===== config.mk =====
export PLATFORM = sky130hd
export DESIGN_NAME = reg_write_scheduler_flat
export DESIGN_NICKNAME = d
export VERILOG_FILES = /design/src/rtl/reg_sched_pkg.sv /design/src/rtl/reg_write_scheduler_if.sv /design/src/rtl/reg_scoreboard.sv /design/src/rtl/reg_write_scheduler.sv /design/src/flat_wrapper.sv
export SDC_FILE = /design/constraint.sdc
export NUM_CORES = 1
export LEC_CHECK = 0
export ABC_AREA = 1
export BUFFER_PORTS_ARGS = -buffer_cell sky130_fd_sc_hd__buf_2
export CAP_MARGIN = 10
export CORE_ASPECT_RATIO = 1.5
export CORE_MARGIN = 3
export CORE_UTILIZATION = 25
export DETAILED_ROUTE_END_ITERATION = 6
export GPL_ROUTABILITY_DRIVEN = 0
export GPL_TIMING_DRIVEN = 1
export PLACE_DENSITY = 0.45
export RECOVER_POWER = 25
export SLEW_MARGIN = 20
export SYNTH_ARGS = -nofsm -noshare
export SYNTH_HDL_FRONTEND = slang
export SYNTH_HIERARCHICAL = 1
export SYNTH_SLANG_ARGS = --single-unit

===== constraint.sdc =====
create_clock -name clkIn -period 1.7 [get_ports clkIn]
set_input_delay 0.34 -clock clkIn [delete_from_list [all_inputs] [get_ports clkIn]]
set_output_delay 0.34 -clock clkIn [all_outputs]
set_load 0.01 [all_outputs]

===== src/rtl/reg_sched_pkg.sv =====
// Shared constants, FSM encoding and write-request type for the register
// write scheduler and its scoreboard.
package reg_sched_pkg;

    localparam int REG_ADDR_W           = 5;
    localparam int DATA_W               = 32;
    localparam int NUM_REGS             = 1 << REG_ADDR_W;
    localparam int CNT_W                = 3;
    localparam int STARVE_LIMIT_DEFAULT = 4;

    typedef enum logic {
        NORMAL = 1'b0,
        DRAIN  = 1'b1
    } sched_state_e;

    typedef struct packed {
        logic                  valid;
        logic [REG_ADDR_W-1:0] rd;
        logic [DATA_W-1:0]     data;
    } wr_req_t;

    function automatic wr_req_t make_req(input logic                  valid,
                                         input logic [REG_ADDR_W-1:0] rd,
                                         input logic [DATA_W-1:0]     data);
        wr_req_t r;
        r.valid = valid;
        r.rd    = rd;
        r.data  = data;
        return r;
    endfunction

endpackage


===== src/rtl/reg_write_scheduler_if.sv =====
// Pipeline-facing bundle of the scheduler: writeback, mul/div result,
// issue tracking, decode operand check and register-file write port.
interface reg_write_scheduler_if;
    import reg_sched_pkg::*;

    logic                  wbValidIn;
    logic [REG_ADDR_W-1:0] wbRdIn;
    logic [DATA_W-1:0]     wbDataIn;

    logic                  mdValidIn;
    logic [REG_ADDR_W-1:0] mdRdIn;
    logic [DATA_W-1:0]     mdDataIn;
    logic                  mdReadyOut;

    logic                  issueIn;
    logic [REG_ADDR_W-1:0] issueRdIn;

    logic [REG_ADDR_W-1:0] rs1In;
    logic [REG_ADDR_W-1:0] rs2In;
    logic [REG_ADDR_W-1:0] rdIn;
    logic                  hazardOut;
    logic                  stallOut;

    logic                  regWriteOut;
    logic [REG_ADDR_W-1:0] regRdOut;
    logic [DATA_W-1:0]     regDataOut;
    logic [NUM_REGS-1:0]   busyOut;

    modport master (
        output wbValidIn, wbRdIn, wbDataIn,
        output mdValidIn, mdRdIn, mdDataIn,
        output issueIn, issueRdIn,
        output rs1In, rs2In, rdIn,
        input  mdReadyOut, hazardOut, stallOut,
        input  regWriteOut, regRdOut, regDataOut, busyOut
    );

    modport slave (
        input  wbValidIn, wbRdIn, wbDataIn,
        input  mdValidIn, mdRdIn, mdDataIn,
        input  issueIn, issueRdIn,
        input  rs1In, rs2In, rdIn,
        output mdReadyOut, hazardOut, stallOut,
        output regWriteOut, regRdOut, regDataOut, busyOut
    );

endinterface


===== src/rtl/reg_scoreboard.sv =====
// Busy vector for registers with an outstanding multi-cycle result.
// r0 is never busy; a set beats a clear to the same register.
module reg_scoreboard
    import reg_sched_pkg::*;
(
    input  logic                  clk,
    input  logic                  rst,
    input  logic                  set_en,
    input  logic [REG_ADDR_W-1:0] set_rd,
    input  logic                  clr_en,
    input  logic [REG_ADDR_W-1:0] clr_rd,
    input  logic [REG_ADDR_W-1:0] rs1,
    input  logic [REG_ADDR_W-1:0] rs2,
    input  logic [REG_ADDR_W-1:0] rd,
    output logic [NUM_REGS-1:0]   busy,
    output logic                  hazard
);

    logic [NUM_REGS-1:0] busy_next;

    always_comb begin
        busy_next = busy;
        if (clr_en) busy_next[clr_rd] = 1'b0;
        if (set_en) busy_next[set_rd] = 1'b1;
        busy_next[0] = 1'b0;
    end

    always_ff @(posedge clk) begin
        if (rst) busy <= '0;
        else     busy <= busy_next;
    end

    // During reset the query reflects the scoreboard as it is about to become.
    assign hazard = !rst && (busy[rs1] | busy[rs2] | busy[rd]);

endmodule


===== src/rtl/reg_write_scheduler.sv =====
// Arbitrates the single register-file write port between pipeline writeback
// and the mul/div unit, with anti-starvation via a one-entry skid buffer.
module reg_write_scheduler
    import reg_sched_pkg::*;
#(
    parameter int STARVE_LIMIT = STARVE_LIMIT_DEFAULT
) (
    input  logic                 clkIn,
    input  logic                 resetIn,
    reg_write_scheduler_if.slave bus
);

    localparam logic [CNT_W-1:0] LIMIT = CNT_W'(STARVE_LIMIT);

    sched_state_e          state, state_next;
    logic [CNT_W-1:0]      starve_cnt;
    logic                  starve_hit;
    logic                  md_ready;
    logic                  md_accept;
    logic                  skid_capture;
    logic                  stall;
    wr_req_t               wb_req, md_req, skid, grant;
    logic                  reg_write;
    logic [REG_ADDR_W-1:0] reg_rd;
    logic [DATA_W-1:0]     reg_data;
    logic                  hazard;
    logic [NUM_REGS-1:0]   busy;

    assign wb_req     = make_req(bus.wbValidIn, bus.wbRdIn, bus.wbDataIn);
    assign md_req     = make_req(bus.mdValidIn, bus.mdRdIn, bus.mdDataIn);
    assign starve_hit = (starve_cnt == LIMIT);
    assign md_accept  = md_ready && md_req.valid;

    always_ff @(posedge clkIn) begin
        if (resetIn) state <= NORMAL;
        else         state <= state_next;
    end

    // wbValidIn is ignored in DRAIN: the pipeline is stalled and any request
    // seen there is a protocol violation.
    always_comb begin
        state_next   = state;
        md_ready     = 1'b0;
        stall        = 1'b0;
        skid_capture = 1'b0;
        grant        = '0;
        if (!resetIn) begin
            unique case (state)
                NORMAL: begin
                    md_ready = !wb_req.valid || starve_hit;
                    if (md_ready && md_req.valid) begin
                        grant = md_req;
                        if (wb_req.valid) begin
                            skid_capture = 1'b1;
                            state_next   = DRAIN;
                        end
                    end else begin
                        grant = wb_req;
                    end
                end
                DRAIN: begin
                    stall      = 1'b1;
                    grant      = skid;
                    state_next = NORMAL;
                end
                default: ;
            endcase
        end
    end

    always_ff @(posedge clkIn) begin
        if (resetIn) begin
            starve_cnt <= '0;
            skid       <= '0;
            reg_write  <= 1'b0;
            reg_rd     <= '0;
            reg_data   <= '0;
        end else begin
            if (!md_req.valid || md_accept)  starve_cnt <= '0;
            else if (starve_cnt != '1)       starve_cnt <= starve_cnt + 1'b1;

            if (skid_capture)        skid       <= wb_req;
            else if (state == DRAIN) skid.valid <= 1'b0;

            // Writes to r0 are dropped here; handshakes upstream still complete.
            reg_write <= grant.valid && (grant.rd != '0);
            if (grant.valid && (grant.rd != '0)) begin
                reg_rd   <= grant.rd;
                reg_data <= grant.data;
            end
        end
    end

    reg_scoreboard u_scoreboard (
        .clk    (clkIn),
        .rst    (resetIn),
        .set_en (bus.issueIn),
        .set_rd (bus.issueRdIn),
        .clr_en (md_accept),
        .clr_rd (bus.mdRdIn),
        .rs1    (bus.rs1In),
        .rs2    (bus.rs2In),
        .rd     (bus.rdIn),
        .busy   (busy),
        .hazard (hazard)
    );

    assign bus.mdReadyOut  = md_ready;
    assign bus.stallOut    = stall;
    assign bus.hazardOut   = hazard;
    assign bus.busyOut     = busy;
    assign bus.regWriteOut = reg_write;
    assign bus.regRdOut    = reg_rd;
    assign bus.regDataOut  = reg_data;

endmodule


===== src/flat_wrapper.sv =====
// flat-port wrapper written by rule: the top's interface ports become plain ports
module reg_write_scheduler_flat import reg_sched_pkg::*;
#(
    parameter int STARVE_LIMIT = STARVE_LIMIT_DEFAULT
)
  (clkIn, resetIn, bus_wbValidIn, bus_wbRdIn, bus_wbDataIn, bus_mdValidIn, bus_mdRdIn, bus_mdDataIn, bus_issueIn, bus_issueRdIn, bus_rs1In, bus_rs2In, bus_rdIn, bus_mdReadyOut, bus_hazardOut, bus_stallOut, bus_regWriteOut, bus_regRdOut, bus_regDataOut, bus_busyOut);
  reg_write_scheduler_if bus_i ();
  input  logic clkIn;
  input  logic resetIn;
  input wire logic [$bits(bus_i.wbValidIn)-1:0] bus_wbValidIn;
  input wire logic [$bits(bus_i.wbRdIn)-1:0] bus_wbRdIn;
  input wire logic [$bits(bus_i.wbDataIn)-1:0] bus_wbDataIn;
  input wire logic [$bits(bus_i.mdValidIn)-1:0] bus_mdValidIn;
  input wire logic [$bits(bus_i.mdRdIn)-1:0] bus_mdRdIn;
  input wire logic [$bits(bus_i.mdDataIn)-1:0] bus_mdDataIn;
  input wire logic [$bits(bus_i.issueIn)-1:0] bus_issueIn;
  input wire logic [$bits(bus_i.issueRdIn)-1:0] bus_issueRdIn;
  input wire logic [$bits(bus_i.rs1In)-1:0] bus_rs1In;
  input wire logic [$bits(bus_i.rs2In)-1:0] bus_rs2In;
  input wire logic [$bits(bus_i.rdIn)-1:0] bus_rdIn;
  output wire logic [$bits(bus_i.mdReadyOut)-1:0] bus_mdReadyOut;
  output wire logic [$bits(bus_i.hazardOut)-1:0] bus_hazardOut;
  output wire logic [$bits(bus_i.stallOut)-1:0] bus_stallOut;
  output wire logic [$bits(bus_i.regWriteOut)-1:0] bus_regWriteOut;
  output wire logic [$bits(bus_i.regRdOut)-1:0] bus_regRdOut;
  output wire logic [$bits(bus_i.regDataOut)-1:0] bus_regDataOut;
  output wire logic [$bits(bus_i.busyOut)-1:0] bus_busyOut;
  assign bus_i.wbValidIn = bus_wbValidIn;
  assign bus_i.wbRdIn = bus_wbRdIn;
  assign bus_i.wbDataIn = bus_wbDataIn;
  assign bus_i.mdValidIn = bus_mdValidIn;
  assign bus_i.mdRdIn = bus_mdRdIn;
  assign bus_i.mdDataIn = bus_mdDataIn;
  assign bus_i.issueIn = bus_issueIn;
  assign bus_i.issueRdIn = bus_issueRdIn;
  assign bus_i.rs1In = bus_rs1In;
  assign bus_i.rs2In = bus_rs2In;
  assign bus_i.rdIn = bus_rdIn;
  assign bus_mdReadyOut = bus_i.mdReadyOut;
  assign bus_hazardOut = bus_i.hazardOut;
  assign bus_stallOut = bus_i.stallOut;
  assign bus_regWriteOut = bus_i.regWriteOut;
  assign bus_regRdOut = bus_i.regRdOut;
  assign bus_regDataOut = bus_i.regDataOut;
  assign bus_busyOut = bus_i.busyOut;
  reg_write_scheduler #(.STARVE_LIMIT(STARVE_LIMIT)) u_core (.clkIn(clkIn), .resetIn(resetIn), .bus(bus_i));
endmodule

==> results.tsv <==
stage	metric	value	unit
synthesis	yosys_warnings	6	
sta	tns	-3930	ps
synthesis	synthTopCellsByArea	dfxtp_1, nand3_1, nand2_1	
synthesis	synth.avg_cell_area	6.30	um^2
sta	relSlewSlack	58.2	%
clock_network	cts_tree	done	
die	fp-row-count	69	
flow_run	maxCapViolations	0	
worst_setup_path	cp-startpoint	u_core/u_scoreboard/busy[8]	
clock_network	cts.reportedPaths.clkPinSlew	80	ps
synthesis	yosysUniqueCellTypes	30	
worst_setup_path	r2r_start	u_core/starve_cnt[1]	
sta	whs	231	ps
detailed_routing	vias	7083	
grt	grt_max_degree	65	
sta	clock_skew	14.5	ps
finish	post-route-util	36.3	%
sta	slew_viol_final	0	
worst_setup_path	cp_cell_sequence	buf_4, nand2_2, nand3_2, nand3_2, nand3_2, nand3b_1, nand2_1, nor2_2, a21oi_2, buf_2	
synthesis	yosysTopAreaCell	dfxtp_1	
worst_setup_path	reg2reg_depth	15	
grt	antenna_found_initial	1	
die	io_pins	172	
clock_network	cts_buffers	9	
detailed_routing	drt-wirelength-per-cell	15.6	um
sta	max_freq	517	MHz
grt	grt_use_total	17.5	%
synthesis	syn-num-nets	1080	
sta	finalSetupViolations	39	
finish	most-common-layout-cells	nand2_1, nand3_1, buf_2	
worst_setup_path	crit_required	1360	ps
grt	grt_pass1_wl	36600	um
placement	port_buffers	170	
sta	final.min_clock_period	1940	ps
finish	n_antenna_cell	0	
worst_setup_path	crit_path_end_kind	primary output	
power_and_ir_drop	p_leak	3.98	nW
worst_setup_path	critical_path.max_stage_delay	370	ps
run_status	status	complete, but fails checks	
synthesis	syn_inst	978	
placement	dp_hpwl	17900	um
worst_setup_path	criticalPathCategory	flop to primary output	
worst_setup_path	crit_slowest_cell	dfxtp_4	
die	initial_core_util	25.7	%
worst_setup_path	r2r_slack	-130	ps
sta	setup_ws	-235	ps
worst_setup_path	cp-endpoint	bus_hazardOut	
sta	tightest_slew	626	ps
detailed_routing	antenna_left	0	
sta	grt_setup_unrepaired	true	
finish	fillers	2713	
hold_path	hold_depth	3	
grt	grt_pass1_vias	6918	
finish	seqCellArea	2320	um^2
power_and_ir_drop	irDropWorstVdd	0.000593	V
detailed_routing	dr.pass1.iters	4	
finish	layout_commonest_cell	nand2_1	
worst_setup_path	timing.rr.end	u_core/bus.regDataOut[13]	
synthesis	yosysSeqAreaShare	36.1	%
die	die_area	26600	um^2
synthesis	synth_top_area_share	36.1	%
worst_setup_path	crit_fanout	3	
sta	hold_viol_final	0	
grt	grt.overflow.total	0	
sta	min_period_over_period	114	%
die	core_region_area	24000	um^2
synthesis	synth_area	6160	um^2
placement	place_area	7770	um^2
clock_network	clock-root-buffer	clkbuf_16	
worst_setup_path	crit_top_cell	nand3_2	
worst_setup_path	start_kind	flop	
hold_path	min_path_type	input port to flop	
synthesis	synth_seq_cells	111	
finish	drive_gt1_share	32.7	%
worst_setup_path	arrival	1600	ps
die	die_height	198	um
detailed_routing	drt_iter0_drc	222	
power_and_ir_drop	p_total	6.54	mW
clock_network	htreeDepth	3	
die	chipWidth	134	um
detailed_routing	viasPerCell	4.70	
finish	syn_to_final_growth	41.4	%
clock_network	clkSinkCount	111	
run_status	violations	setup timing	
detailed_routing	drc	0	
clock_network	cts_buffer_depth	2	
finish	multi_input_area	3720	um^2
finish	fin_area	8710	um^2
finish	nets	1284	
detailed_routing	wl	23400	um
clock_network	clock_latency	360	ps
power_and_ir_drop	power.density	751	nW/um^2
==> through the flow <==
step | worst slack, ps | cells
floorplan | -74.4 | 978
finish | -235 | 1506
global route | -343 | 1506
detailed placement | -228 | 1481
CTS | -258 | 1504
global placement | -190 | 1481
==> registers in the layout, indices dropped and copies added (netlist names) <==
register and count:
u_core/bus.regWriteOut 1, u_core/skid 38, u_core/bus.regRdOut 5, u_core/u_scoreboard/busy 31, u_core/bus.regDataOut 32, u_core/starve_cnt 3, u_core/state 1
==> routing by layer <==
metal | track usage (%) | wire length, um | vias up
li1 | - | - | 3609
met1 | 19.6 | 9240 | 3275
met2 | 33.5 | 12500 | 164
met3 | 2.95 | 1130 | 33
met4 | 5.43 | 542 | 2
met5 | 0 | 13 | -
==> cells by family (layout without fill, tap and decap cells) <==
logic type	after synthesis	count (layout)	synth area share, %
AOI/OAI and AO/OA	152	152	12.6
and+or+nand+nor	591	591	41.3
adders and majority gates	3	3	0.610
DFF	111	111	36.1
buffers and inverters	120	329	9.41
other	1	1	0.0609
==> worst min-delay path by stage <==
stage                                            to  slack [ps]                      start
after detailed placement  u_core/bus.regDataOut[14]         450  u_core/bus.regDataOut[14]
after CTS                           u_core/skid[16]         230           bus_wbDataIn[16]
final                               u_core/skid[16]         230           bus_wbDataIn[16]
after floorplan              u_core/bus.regRdOut[0]         410                    resetIn
after global routing                u_core/skid[25]         250           bus_wbDataIn[25]
after global placement    u_core/bus.regDataOut[15]         450  u_core/bus.regDataOut[15]
==> repair_timing <==
| action | in CTS | in global routing |
|---|---|---|
| buffers inserted | 4 | 2 |
| hold buffers | 0 | 0 |
| endpoints found under the setup margin | 81 | 97 |
| gates cloned | 3 | 0 |
| pin swaps | 12 | 15 |
| gates resized for setup | 108 | 95 |
==> power by group <==
part | leakage (nW) | internal (mW) | switching (mW) | total (mW)
registers | 0.928 | 2.70 | 0.112 | 2.81
logic | 2.90 | 0.661 | 0.857 | 1.52
clock network | 0.152 | 1.16 | 1.04 | 2.21
total | 3.98 | 4.53 | 2.01 | 6.54
==> final cells by class <==
class	count	area share [%]
well taps	319	4.58
repair buffers	252	19.8
inverters	61	2.86
flip-flops and latches	111	26.6
multi-input cells	747	42.7
clock buffers	9	2.59
clock inverters	7	0.891
==> synthesized netlist by cell type, drive strengths merged <==
cell type and number:
nand2 245, nand3 188, nor2 141, dfxtp 111, o21ai 106, inv 60, a21oi 45, buf 36
clkbuf 23, nor3 12, nand3b 4, ha 3, clkinv 1, conb 1, o211ai 1, or2 1
==> worst max-delay path, delay by kind of cell, from the launching register on <==
kind,cells,cell delay (ps)
buffers and inverters,2,280
flip-flops,1,370
AND/OR/NAND/NOR,7,540
AO/OA/AOI/OAI,1,60
No activity file was read; power rests on OpenSTA's default activity.
